[config.mk]
export PLATFORM = sky130hd
export DESIGN_NAME = jam_cost_buffer
export DESIGN_NICKNAME = d
export VERILOG_FILES = /design/src/rtl/jam_pkg.sv /design/src/rtl/jam_rowmin.sv /design/src/rtl/jam_cost_buffer.sv
export SDC_FILE = /design/constraint.sdc
export NUM_CORES = 1
export LEC_CHECK = 0
export CAP_MARGIN = 30
export CELL_PAD_IN_SITES_DETAIL_PLACEMENT = 2
export CELL_PAD_IN_SITES_GLOBAL_PLACEMENT = 2
export CORE_MARGIN = 2
export CORE_UTILIZATION = 35
export DETAILED_ROUTE_END_ITERATION = 16
export DONT_BUFFER_PORTS = 1
export PLACE_DENSITY = 0.64
export SKIP_CTS_REPAIR_TIMING = 1
export SLEW_MARGIN = 20
export SYNTH_ARGS = -nofsm -noshare
export SYNTH_HDL_FRONTEND = slang
export SYNTH_SLANG_ARGS = --single-unit
[constraint.sdc]
create_clock -name CLK -period 19.1 [get_ports CLK]
set_input_delay 2.865 -clock CLK [delete_from_list [all_inputs] [get_ports CLK]]
set_output_delay 2.865 -clock CLK [all_outputs]
set_load 0.01 [all_outputs]
[src/rtl/jam_pkg.sv]
// Shared types and sizes for the JAM solver and its cost-matrix feeder.
package jam_pkg;

  localparam int unsigned COST_W = 7;
  localparam int unsigned N      = 8;
  localparam int unsigned IDX_W  = 3;
  localparam int unsigned SUM_W  = 10;
  localparam int unsigned K_W    = 2 * IDX_W;

  typedef logic [COST_W-1:0] cost_t;
  typedef logic [SUM_W-1:0]  sum_t;
  typedef logic [K_W-1:0]    beat_t;

  typedef enum logic {
    LOAD  = 1'b0,
    READY = 1'b1
  } buf_state_e;

endpackage

[src/rtl/jam_rowmin.sv]
// Running minimum over one worker row; flags the row result on its last beat.
module jam_rowmin
  import jam_pkg::*;
(
  input  logic  CLK,
  input  logic  RST,
  input  logic  beat_valid,
  input  cost_t cost,
  input  logic  first,
  input  logic  last,
  output cost_t row_min_c,
  output logic  row_done_c
);

  cost_t min_q;
  cost_t min_d;

  // First beat of a row restarts the minimum; later beats fold in.
  always_comb begin
    row_min_c  = (first || (cost < min_q)) ? cost : min_q;
    row_done_c = beat_valid && last;
    min_d      = min_q;
    if (beat_valid) begin
      min_d = row_min_c;
    end
  end

  always_ff @(posedge CLK or posedge RST) begin
    if (RST) begin
      min_q <= '0;
    end else begin
      min_q <= min_d;
    end
  end

endmodule

[src/rtl/jam_cost_buffer.sv]
// Loads the 8x8 cost matrix from a valid/ready stream, serves registered
// W/J reads and accumulates the row-minimum lower bound during the load.
module jam_cost_buffer
  import jam_pkg::*;
(
  input  logic             CLK,
  input  logic             RST,
  input  logic             in_valid,
  output logic             in_ready,
  input  cost_t            in_cost,
  input  logic             in_last,
  input  logic             reload,
  input  logic [IDX_W-1:0] W,
  input  logic [IDX_W-1:0] J,
  output cost_t            Cost,
  output logic             table_valid,
  output sum_t             LowerBound,
  output logic             err
);

  buf_state_e state_q, state_d;
  beat_t      k_q, k_d;
  sum_t       acc_q, acc_d;
  logic       err_q, err_d;
  cost_t      cost_q, cost_d;
  cost_t      tbl_q [N*N];
  cost_t      tbl_d [N*N];

  logic       beat_acc;
  logic       last_slot;
  logic       frame_err;
  logic       row_first;
  logic       row_last;
  cost_t      row_min_c;
  logic       row_done_c;

  assign in_ready    = (state_q == LOAD) && !reload;
  assign beat_acc    = in_valid && in_ready;
  assign last_slot   = (k_q == '1);
  assign frame_err   = beat_acc && (in_last != last_slot);
  assign row_first   = (k_q[IDX_W-1:0] == '0);
  assign row_last    = (k_q[IDX_W-1:0] == '1);

  assign Cost        = cost_q;
  assign table_valid = (state_q == READY);
  assign LowerBound  = acc_q;
  assign err         = err_q;

  jam_rowmin u_rowmin (
    .CLK        (CLK),
    .RST        (RST),
    .beat_valid (beat_acc),
    .cost       (in_cost),
    .first      (row_first),
    .last       (row_last),
    .row_min_c  (row_min_c),
    .row_done_c (row_done_c)
  );

  // Next-state: reload wins over any beat; a framing error restarts the count
  // but leaves already-written slots in place.
  always_comb begin
    state_d = state_q;
    k_d     = k_q;
    acc_d   = acc_q;
    err_d   = err_q;
    tbl_d   = tbl_q;
    cost_d  = tbl_q[{W, J}];

    if (reload) begin
      state_d = LOAD;
      k_d     = '0;
      acc_d   = '0;
    end else if (beat_acc) begin
      tbl_d[k_q] = in_cost;
      if (frame_err) begin
        err_d = 1'b1;
        k_d   = '0;
        acc_d = '0;
      end else begin
        k_d = k_q + K_W'(1);
        if (row_done_c) begin
          acc_d = acc_q + SUM_W'(row_min_c);
        end
        if (last_slot) begin
          state_d = READY;
        end
      end
    end
  end

  always_ff @(posedge CLK or posedge RST) begin
    if (RST) begin
      state_q <= LOAD;
      k_q     <= '0;
      acc_q   <= '0;
      err_q   <= 1'b0;
      cost_q  <= '0;
      for (int i = 0; i < N*N; i++) begin
        tbl_q[i] <= '0;
      end
    end else begin
      state_q <= state_d;
      k_q     <= k_d;
      acc_q   <= acc_d;
      err_q   <= err_d;
      cost_q  <= cost_d;
      tbl_q   <= tbl_d;
    end
  end

endmodule

==> Word-level counts from Yosys, hierarchy flattened <==
Cells that the tools add are included.
{ "word_totals": {"reg_bits": 480, "in_bits": 18, "out_inout_bits": 20} }
{ "classes": {"add_sub_neg": 2, "n_lt_le_gt_ge": 4, "eq_ne": 4, "muxes": 18, "n_bitwise": 4, "n_reduce_logical": 15} }
{ "op_table": {"columns": ["cell", "n"], "rows": [
  ["448-bit bitwise mux", 1],
  ["7-bit binary-select mux with 6-bit select", 1],
  ["7-bit demux with 6-bit select", 1],
  ["10-bit two-way mux", 4],
  ["7-bit two-way mux", 4],
  ["6-bit two-way mux", 3],
  ["7-bit >= comparator (second input constant)", 2],
  ["6-bit NOT with 7-bit output", 2],
  ["10-bit by 7-bit adder with 10-bit output", 1],
  ["7-bit by 1-bit < comparator with 1-bit output (second input constant)", 1],
  ["7-bit < comparator", 1],
  ["6-bit by 1-bit adder with 6-bit output (second input constant)", 1],
  ["6-bit == test (second input constant)", 1],
  ["3-bit AND reduction", 2],
  ["1-bit logical AND", 5],
  ["1-bit two-way mux", 4],
  ["2-bit AND reduction", 2],
  ["2-bit nonzero test", 2],
  ["3-bit == test (second input constant)", 1],
  ["3-bit logical NOT", 1],
  ["3-bit nonzero test", 1],
  ["2-bit != test (second input constant)", 1],
  ["1-bit NOT", 2],
  ["1-bit logical NOT", 1],
  ["other kinds (2)", 2]
]} }

==> Depth between registers and ports, before layout <==
Gate-level depths: netlist of run 1.
{ "depth": {"ltp_word": 8, "mapped_depth": 16} }

==> Hierarchy <==
A second synthesis of run 1 with hierarchy kept.
{ "hier_totals": {"hier_cells": 1600, "hier_area_um2": 22840.7} }
{ "by_module_without_submodules": {"columns": ["module", "n_inst", "cells_per_inst", "area_per_inst_um2", "seq_area_each_um2"], "rows": [
  ["jam_cost_buffer", 1, 1549, 22267.6, 11836.4],
  ["jam_rowmin", 1, 51, 573.0, 175.2]
]} }

==> Worst setup path before layout of run 1 <==
No wires, ideal clock.
{ "synth_timing": {"path_kind": "input to output", "start": "in reload", "end": "out in_ready", "arrival_time_ps": 3192, "setup_slack_ps": 13043, "stages": 2, "n_path_buf": 1, "cell_sequence": "buf_2 nor2_2"} }
{ "synth_via": {"elab_chain_cells": 2} }
{ "synth_lines": {"columns": ["element", "line_no", "source"], "rows": [
  ["start, declared", "jam_cost_buffer.sv:12", "input logic reload,"],
  ["1-bit logical NOT", "jam_cost_buffer.sv:37", "assign in_ready = (state_q == LOAD) && !reload;"],
  ["1-bit logical AND", "jam_cost_buffer.sv:37", null],
  ["end, declared", "jam_cost_buffer.sv:9", "output logic in_ready,"]
]} }
Every way passes these cells.

==> Worst setup path in the final report of run 1 <==
Same ends and word-level chain as after synthesis.

==> reports/metrics.yaml, run 1 <==
dp_hpwl_mm: 37.75
die_area_sq_um: 66330
critPathMaxFanout: 9
pin_count: 38
dr.pass1.iters: 4
postSynth.asyncResetShare_pct: 100.0
wirelength_mm: 62.30
drive_above_1_share_pct: 43.52
final_util_pct: 39.41
path_buf_inv: 0
power_density_nw_per_um2: 89.42
critPathKind: "in2out"
ant_nets: 0
cp_slowest_cell: "nor2_2"
post_drt_wl_per_cell_um: 25.99
via_per_inst: 5.472
h-tree-depth: 2
min_period_over_period_pct: 31.05
crit_family: "simple AND/OR/NAND/NOR gates"
status: "finished clean"
crit_chain: "nor2_2"
die_h_um: 257.6
cts_tree: "yes"
synth.area.top_cells: "dfrtp_1 (53%), mux2_2 (20%), mux4_2 (12%), o21ai_0 (1.6%), clkbuf_1 (1.2%)"
cts_buffer_depth: 3
fin_tns_setup_ps: 0
tightest_slew_ps: 989.2
place_area_sq_um: 23220
synth_top_area_share_pct: 53.38
core-area_sq_um: 63310
mostFrequentLayoutCell: "dfrtp_1"
synth_seq_cells: 480
stdcell_area_sq_um: 24950
fin_ws_ps: 13170
clk_transition_reported_paths_ps: 60
worstPathArrival_ps: 3070
nFillCells: 6229
grt_setup_unrepaired: "no"
drv_cap: 0
dieWidth_um: 257.6
p_leak_nw: 11.66
synthesis.instances: 1550
min_period_ps: 5931
setup-violations-final: 0
endpoint_kind: "output port"
relSlewSlack_pct: 34.06
critPathMaxStageDelay_ps: 200
final_cell_mix: "dfrtp_1 (480), mux2_2 (399), mux4_2 (118), o21ai_0 (71), nand2_1 (66)"
nets: 1546
drt_iter0_drc: 625
clkLatencyLatePin_ps: 620
drv_slew: 0
finalPower_mw: 2.231
via_count: 13120
pre_cts_slack_ps: 12930
antenna_found_initial: 1
postSynthAreaPerCell_sq_um: 14.52
placement.io_buffers: 0
rows: 92
first_global_vias: 15140
grt_pass1_wl_mm: 97.33
hold_class: "reg2reg"
fin_skew_ps: 21.43
critPathLaunchType: "input pin"
synth_cell_types: 58
grt_use_total_pct: 19.32
synth_area_sq_um: 22500
grt_max_degree: 164
cp.required_ps: 16230
clkSinkCount: 480
fmax_mhz: 168.6
place_congestion: 0.7468
diodes: 0
synthFlopType: "dfrtp_1"
initial_core_util_pct: 35.54
grt_remaining_overflow: 0
irDropWorstVdd_mv: 0.06258
ys_seq_area_share_pct: 53.38
synth_fp_nets: 1585
cts_made_buffers: 54
drc: 0
hold_viol: 0
clockRootBuffer: "clkbuf_16"
yosysWarnings: 0
syn_to_final_growth_pct: 10.88
synth_top_cell_by_area: "dfrtp_1"
synth_enable_flop_cells: 0
layout make-up:
type / instances / area, sq um / area share, %
Sequential cell: 480 / 12010 / 48.14
Multi-Input combinational cell: 946 / 9961 / 39.92
Clock buffer: 80 / 1570 / 6.294
Tap cell: 846 / 1059 / 4.243
Clock inverter: 16 / 155.1 / 0.6219
Timing Repair Buffer: 13 / 125.1 / 0.5015
Inverter: 16 / 67.56 / 0.2708
path summary, 6_finish.rpt:
check / start / slack (ps) / to / cells after the start
min in group asynchronous: RST / 2230 / tbl_q[147]$_DFFE_PP0P_ / 1
max in group asynchronous: RST / 14650 / tbl_q[409]$_DFFE_PP0P_ / 3
setup reg to reg: k_q[0]$_DFFE_PP0P_ / 15280 / LowerBound[9]$_DFFE_PP0P_ / 12
setup / recovery: reload / 13170 / in_ready / 1
hold reg to reg: tbl_q[427]$_DFFE_PP0P_ / 480 / tbl_q[427]$_DFFE_PP0P_ / 2
hold / removal: tbl_q[427]$_DFFE_PP0P_ / 480 / tbl_q[427]$_DFFE_PP0P_ / 2
routing by layer:
metal	vias to the layer above	part of all wire [%]	global-route usage, %	routed length, um
li1	5664	-	-	-
met1	7188	45	26.21	28070
met2	174	49	32.26	30550
met3	89	3.4	2.837	2102
met4	2	2.5	5.620	1559
met5	-	0.021	0	13
state kept, by name, indices dropped and copies added (netlist names):
name and flops:
u_rowmin.min_q 7, err 1, Cost 7, tbl_q 448, table_valid 1, k_q 6, LowerBound 10
through the flow:
| step | hold slack [ps] | std cells |
|---|---|---|
| global route | 507.3 | 2397 |
| floorplan | 444.6 | 1550 |
| global placement | 459.2 | 2298 |
| finish | 476.9 | 2397 |
| CTS | 483.1 | 2396 |
| detailed placement | 469.9 | 2300 |
kinds of logic (layout without fill, tap and decap cells):
group,Yosys count,in the layout,synth area share [%]
AOI/OAI and AO/OA,157,157,4.527
muxes,550,550,33.33
adders and majority gates,17,17,0.9787
and+or+nand+nor,216,216,5.166
xor gates and xnor gates,6,6,0.2336
DFF,480,480,53.38
buffers and inverters,124,125,2.380
power by group:
part / switching (mW) / internal, mW / leakage, nW
Combinational: 0.0814 / 0.0624 / 4.16
Sequential: 0.0211 / 1.04 / 6.64
Clock: 0.432 / 0.593 / 0.853
Total: 0.534 / 1.70 / 11.7
synth_stat cells, drive strengths merged, types with 16 or more instances:
master	instances
mux2i	18
nor2	45
mux4	118
o21ai	72
nand2	108
dfrtp	480
a21oi	17
mux2	414
inv	16
clkbuf	71
ha	16
buf	37
Power figures use the tool's default switching activity.
==> inputs of run 2 (changes only) <==
clock period = 5.82 ns   (was 19.1 ns; I/O delays follow)
==> run 2 against run 1 <==
Against the previous run: die area unchanged; cell count up 0.29%; power rose to 3.4 times the previous value; highest routed layer is now met4.
==> reports/metrics.yaml, run 2 (synthesis results as in run 1) <==
status: "finished clean"
switching_power_mw: 1.743  # +230%
clkSinkCount: 480  # unchanged
tightest_slew_ps: 1023  # +33.61 ps
cp.required_ps: 6370  # -9860 ps
place_area_sq_um: 23230  # about the same
dpl.cell_count: 2302  # +0.087%
dp_hpwl_mm: 37.98  # +0.61%
via_count: 13120  # -0.0076%
die_h_um: 257.6  # unchanged
r2r_slack_ps: 2110  # -13,170 ps
grt_pass1_wl_mm: 97.32  # about the same
multi_input_area_sq_um: 9966  # about the same
drv_slew: 0  # unchanged
clkLatencyLatePin_ps: 610  # about the same
crit_chain: "inv_1 -> ha_1 -> nand2b_1 -> o21a_1 -> mux2_2 -> ha_1 -> a211oi_1 -> nor2_1 -> o31ai_1 -> a21oi_1 -> a211oi_1 -> a31o_2"
stdcell_area_sq_um: 25100  # +0.60%
register_area_sq_um: 12010  # unchanged
clk_transition_reported_paths_ps: 60  # about the same
fin_skew_ps: 27.55  # +6.118 ps
drc: 0  # unchanged
largest-register: "tbl_q"
first_global_vias: 15210  # +0.44%
grt_max_degree: 139  # -15%
post_drt_wl_per_cell_um: 25.68  # -1.2%
syn_to_final_growth_pct: 11.54
drive_above_1_share_pct: 44.22  # +0.70 points
grt_remaining_overflow: 0  # unchanged
fmax_mhz: 269.4
min_period_ps: 3712
largest_reg_flops: 448  # unchanged
diodes: 0  # unchanged
grt_setup_unrepaired: "no"
rows: 92  # unchanged
via_per_inst: 5.456  # -0.30%
cts_made_buffers: 55  # +1.9%
drt_iter0_drc: 638  # +2.1%
hold_class: "in2async"
grt_use_total_pct: 19.21  # -0.11 points
setup-violations-final: 0  # unchanged
core-area_sq_um: 63310  # unchanged
antenna_found_initial: 0  # -1
pin_count: 38  # unchanged
path_buf_inv: 1  # +1
place_congestion: 0.7220  # -3.3%
die_area_sq_um: 66330  # unchanged
critPathMaxStageDelay_ps: 590  # +390 ps
worstPathArrival_ps: 4260  # +1190 ps
h-tree-depth: 2  # unchanged
p_comb_share_pct: 6.3  # about the same
placement.io_buffers: 0  # unchanged
cts_tree: "yes"
instances_no_fill: 2404  # +0.29%
nFillCells: 6274  # +0.72%
wirelength_mm: 61.74  # -0.90%
min_period_over_period_pct: 63.79
relSlewSlack_pct: 31.64  # -2.4 points
hold_viol: 0  # unchanged
final_cell_mix: "dfrtp_1 (480), mux2_2 (399), mux4_2 (118), o21ai_0 (71), nand2_1 (66)"
p_leak_nw: 11.74  # +0.69%
p_clk_share_pct: 47.1  # +1.2 points
critPathLaunchType: "register"
dieWidth_um: 257.6  # unchanged
drv_cap: 0  # unchanged
cts_buffer_depth: 3  # unchanged
critPathKind: "reg2reg"
p_int_mw: 5.731  # +240%
initial_core_util_pct: 35.54  # unchanged
mostFrequentLayoutCell: "dfrtp_1"
endpoint_kind: "register"
crit_family: "compound AO/OA/AOI/OAI gates"
ant_nets: 0  # unchanged
nets: 1551  # +0.32%
dr.pass1.iters: 6  # +2
p_sw_share_pct: 23.32  # -0.64 points
power_density_nw_per_um2: 297.8  # +230%
irDropWorstVdd_mv: 0.1933  # +210%
seq_power_share_pct: 46.6  # -1.0 points
cp_slowest_cell: "dfrtp_1"
clockRootBuffer: "clkbuf_16"
critPathMaxFanout: 14  # +5
==> run 2: cell count changes in the layout (fill, tap and decap cells not counted), moves of 2 or more <==
cell / change
bufinv_16: +2
clkbuf_8: +4
buf_4: +6
clkbuf_1: -6
clkinv_2: +2
==> run 2: final cells by class <==
type	instances	area share, %
clock buffer	79	6.486
clock inverter	20	0.8674
inverter	16	0.2543
multi-input combinational	946	39.71
sequential	480	47.86
tap	846	4.218
timing repair buffer	17	0.6082
==> run 2: power groups by stage <==
| stage | registers (mW) | logic, mW | clock network [mW] |
|---|---|---|---|
| 2_1_floorplan | 3.52 | 0.430 | 0 |
| 3_3_place_gp | 3.54 | 0.461 | 0 |
| 3_5_place_dp | 3.55 | 0.475 | 0 |
| 4_1_cts | 3.49 | 0.478 | 3.64 |
| 5_1_grt | 3.50 | 0.525 | 3.76 |
| 6_report | 3.48 | 0.469 | 3.52 |
==> run 2: path summary, 6_finish.rpt <==
check,startpoint,end,cells after the start
min,RST,tbl_q[140]$_DFFE_PP0P_,1
max reg2reg,k_q[0]$_DFFE_PP0P_,LowerBound[9]$_DFFE_PP0P_,12
min reg2reg,tbl_q[35]$_DFFE_PP0P_,tbl_q[35]$_DFFE_PP0P_,2
max,k_q[0]$_DFFE_PP0P_,LowerBound[9]$_DFFE_PP0P_,12
min in group CLK,reload,k_q[4]$_DFFE_PP0P_,1
max in group asynchronous,RST,tbl_q[283]$_DFFE_PP0P_,3
==> run 2: stage by stage <==
stage	hold WS [ps]	total power [mW]	setup WS [ps]	utilization (%)	TNS, ps
after global routing	253.7	7.777	1743	39.64	0
after CTS	223.2	7.600	2082	39.61	0
after floorplan	444.6	3.955	-1558	-	-747710
final	242.2	7.474	2108	39.64	0
after global placement	457.6	4.003	1824	36.68	0
after detailed placement	471.4	4.021	1687	36.69	0
==> run 2: routing by layer <==
metal / part of all wire, % / routed length (um) / vias to the layer above / track usage, %
met5: 0 / 0 / - / 0
met4: 2.7 / 1650 / 0 / 5.700
met3: 3.0 / 1843 / 98 / 3.033
met2: 50 / 30900 / 146 / 32.94
met1: 44 / 27340 / 7173 / 25.15
li1: - / - / 5699 / -
==> inputs of run 3 (changes only) <==
clock period = 3.65 ns   (was 5.82 ns; I/O delays follow)
==> run 3 against run 2 <==
Against the previous run: power is 60% higher; sequential share of layout area fell by 0.44 points; worst setup slack got worse by 1900 ps; global-route usage up 0.30 points; sequential power increased by 60%; clock skew decreased by 15 ps; core utilization rose by 0.37 points; critical path depth rose by 3; design area rose by 0.93%; register-to-register slack worse by 1900 ps; count of clock-buffer cells in the layout grew 12; highest routed layer unchanged.
==> reports/metrics.yaml, run 3 (synthesis results as in run 1) <==
min_period_over_period_pct: 94.59  # +31 points
final_cell_mix: "dfrtp_1 (480), mux2_2 (399), mux4_2 (118), o21ai_0 (69), nand2_1 (66)"
clk_transition_reported_paths_ps: 60  # about the same
dpl.cell_count: 2323  # +0.91%
wirelength_mm: 62.49  # +1.2%
via_count: 13240  # +0.94%
fin_skew_ps: 12.40  # -15.15 ps
register_area_sq_um: 12010  # unchanged
critPathLaunchType: "register"
clkSinkCount: 480  # unchanged
min_period_ps: 3453  # -259.8 ps
min_from: "reload"
p_comb_share_pct: 6.5  # +0.2 points
nets: 1571  # +1.3%
pin_count: 38  # unchanged
largest-register: "tbl_q"
place_congestion: 0.7338  # +1.6%
die_h_um: 257.6  # unchanged
clkLatencyLatePin_ps: 610  # about the same
post_drt_wl_per_cell_um: 25.76  # +0.30%
grt_use_total_pct: 19.51  # +0.30 points
p_leak_nw: 11.86  # +1.1%
instances_no_fill: 2426  # +0.92%
die_area_sq_um: 66330  # unchanged
seq_power_share_pct: 46.5  # about the same
critPathKind: "reg2reg"
grt_pass1_wl_mm: 98.84  # +1.6%
drv_slew: 0  # unchanged
dr.pass1.iters: 4  # -2
grt_max_degree: 113  # -19%
hold_viol: 0  # unchanged
multi_input_area_sq_um: 9971  # about the same
clockRootBuffer: "clkbuf_16"
grt_setup_unrepaired: "yes"
diodes: 0  # unchanged
cts_made_buffers: 54  # -1.8%
grt_remaining_overflow: 0  # unchanged
hold_class: "in2reg"
placement.io_buffers: 0  # unchanged
drive_above_1_share_pct: 44.68  # +0.46 points
switching_power_mw: 2.763  # +59%
fin_tns_setup_ps: 0  # unchanged
p_int_mw: 9.181  # +60%
dp_hpwl_mm: 38.95  # +2.6%
first_global_vias: 15590  # +2.5%
core-area_sq_um: 63310  # unchanged
hold_end: "k_q[1]$_DFFE_PP0P_"
dieWidth_um: 257.6  # unchanged
via_per_inst: 5.457  # about the same
p_sw_share_pct: 23.14  # -0.18 points
r2r_start: "u_rowmin.min_q[4]$_DFFE_PP0P_"
mostFrequentLayoutCell: "dfrtp_1"
drt_iter0_drc: 434  # -32%
tightest_slew_ps: 887.6  # -135.2 ps
cts_buffer_depth: 3  # unchanged
cp.required_ps: 4150  # -2220 ps
drv_cap: 0  # unchanged
min_path_cells: 1
power_density_nw_per_um2: 471.5  # +58%
p_clk_share_pct: 47.0  # about the same
final_util_pct: 40.01  # +0.37 points
rows: 92  # unchanged
r2r_slack_ps: 200  # -1910 ps
whs_ps: 47.58  # -194.6 ps
initial_core_util_pct: 35.54  # unchanged
status: "finished clean"
drc: 0  # unchanged
nFillCells: 6243  # -0.49%
ant_nets: 0  # unchanged
cts_tree: "yes"
antenna_found_initial: 0  # unchanged
h-tree-depth: 2  # unchanged
irDropWorstVdd_mv: 0.3293  # +70%
worstPathArrival_ps: 3950  # -310 ps
critPathMaxFanout: 8  # -6
r2r_end: "LowerBound[9]$_DFFE_PP0P_"
largest_reg_flops: 448  # unchanged
fmax_mhz: 289.6  # +7.5%
endpoint_kind: "register"
r2r.worst_path.cells: 15  # +3
relSlewSlack_pct: 40.63  # +9.0 points
syn_to_final_growth_pct: 12.58
setup-violations-final: 0  # unchanged
run 3: cell count changes in the layout (fill, tap and decap cells not counted), moves of 2 or more:
cell,delta
o21ai_1,+2
buf_4,+14
clkbuf_8,+6
o21ai_0,-2
bufinv_16,-2
clkbuf_1,+5
buf_12,+5
dlygate4sd3_1,+2
clkinv_2,-6
run 3: per-stage QoR:
stage	cell area (sq um)	power, mW	worst slack [ps]
5_1_grt	25330	12.43	-63.50
3_3_place_gp	23430	6.390	109.4
6_report	25330	11.94	197.3
3_5_place_dp	23430	6.433	-87.04
2_1_floorplan	22500	6.306	-3402
4_1_cts	25280	12.14	14.67
run 3: critical path: stages (launching register included):
cell      delay [ps]
dfrtp_1          380
inv_1             70
ha_1             310
a21o_1           120
a21oi_1           60
o22ai_1          280
o21a_2           260
buf_4            190
mux2_2           350
ha_1             330
o21ai_0          100
nor2_1           230
o31ai_2          120
a21oi_1          210
a211oi_1         110
a31o_2           220
run 3: cell type report:
| cell class | count | area share, % |
|---|---|---|
| flip-flops and latches | 480 | 47.42 |
| repair buffers | 38 | 1.492 |
| clock buffers | 91 | 6.925 |
| clock inverters | 9 | 0.3754 |
| multi-input cells | 946 | 39.36 |
| well taps | 846 | 4.179 |
| inverters | 16 | 0.2519 |
run 3: worst max path at each step:
stage,end,startpoint,slack [ps],cells after the start
after floorplan,Cost[0]$_DFF_PP0_,RST,-3400,1
after global placement,LowerBound[9]$_DFFE_PP0P_,in_cost[4],110,14
after detailed placement,LowerBound[9]$_DFFE_PP0P_,in_cost[4],-90,14
after CTS,LowerBound[9]$_DFFE_PP0P_,u_rowmin.min_q[4]$_DFFE_PP0P_,10,15
after global routing,LowerBound[9]$_DFFE_PP0P_,u_rowmin.min_q[4]$_DFFE_PP0P_,-60,14
final,LowerBound[9]$_DFFE_PP0P_,u_rowmin.min_q[4]$_DFFE_PP0P_,200,15
run 3: power groups by stage:
stage / logic [mW] / registers (mW) / clock network [mW]
after floorplan: 0.686 / 5.62 / 0
after CTS: 0.785 / 5.56 / 5.79
after global routing: 0.873 / 5.57 / 5.99
after detailed placement: 0.780 / 5.65 / 0
after global placement: 0.747 / 5.64 / 0
final: 0.780 / 5.56 / 5.61
run 3: metal layers:
metal  part of all wire (%)  vias to the layer above  global-route usage, %
met5                      0                        -                      0
met4                    3.0                        0                  6.182
met3                    3.1                      104                  3.004
met2                     50                      158                  33.24
met1                     44                     7256                  25.61
li1                       -                     5721                      -
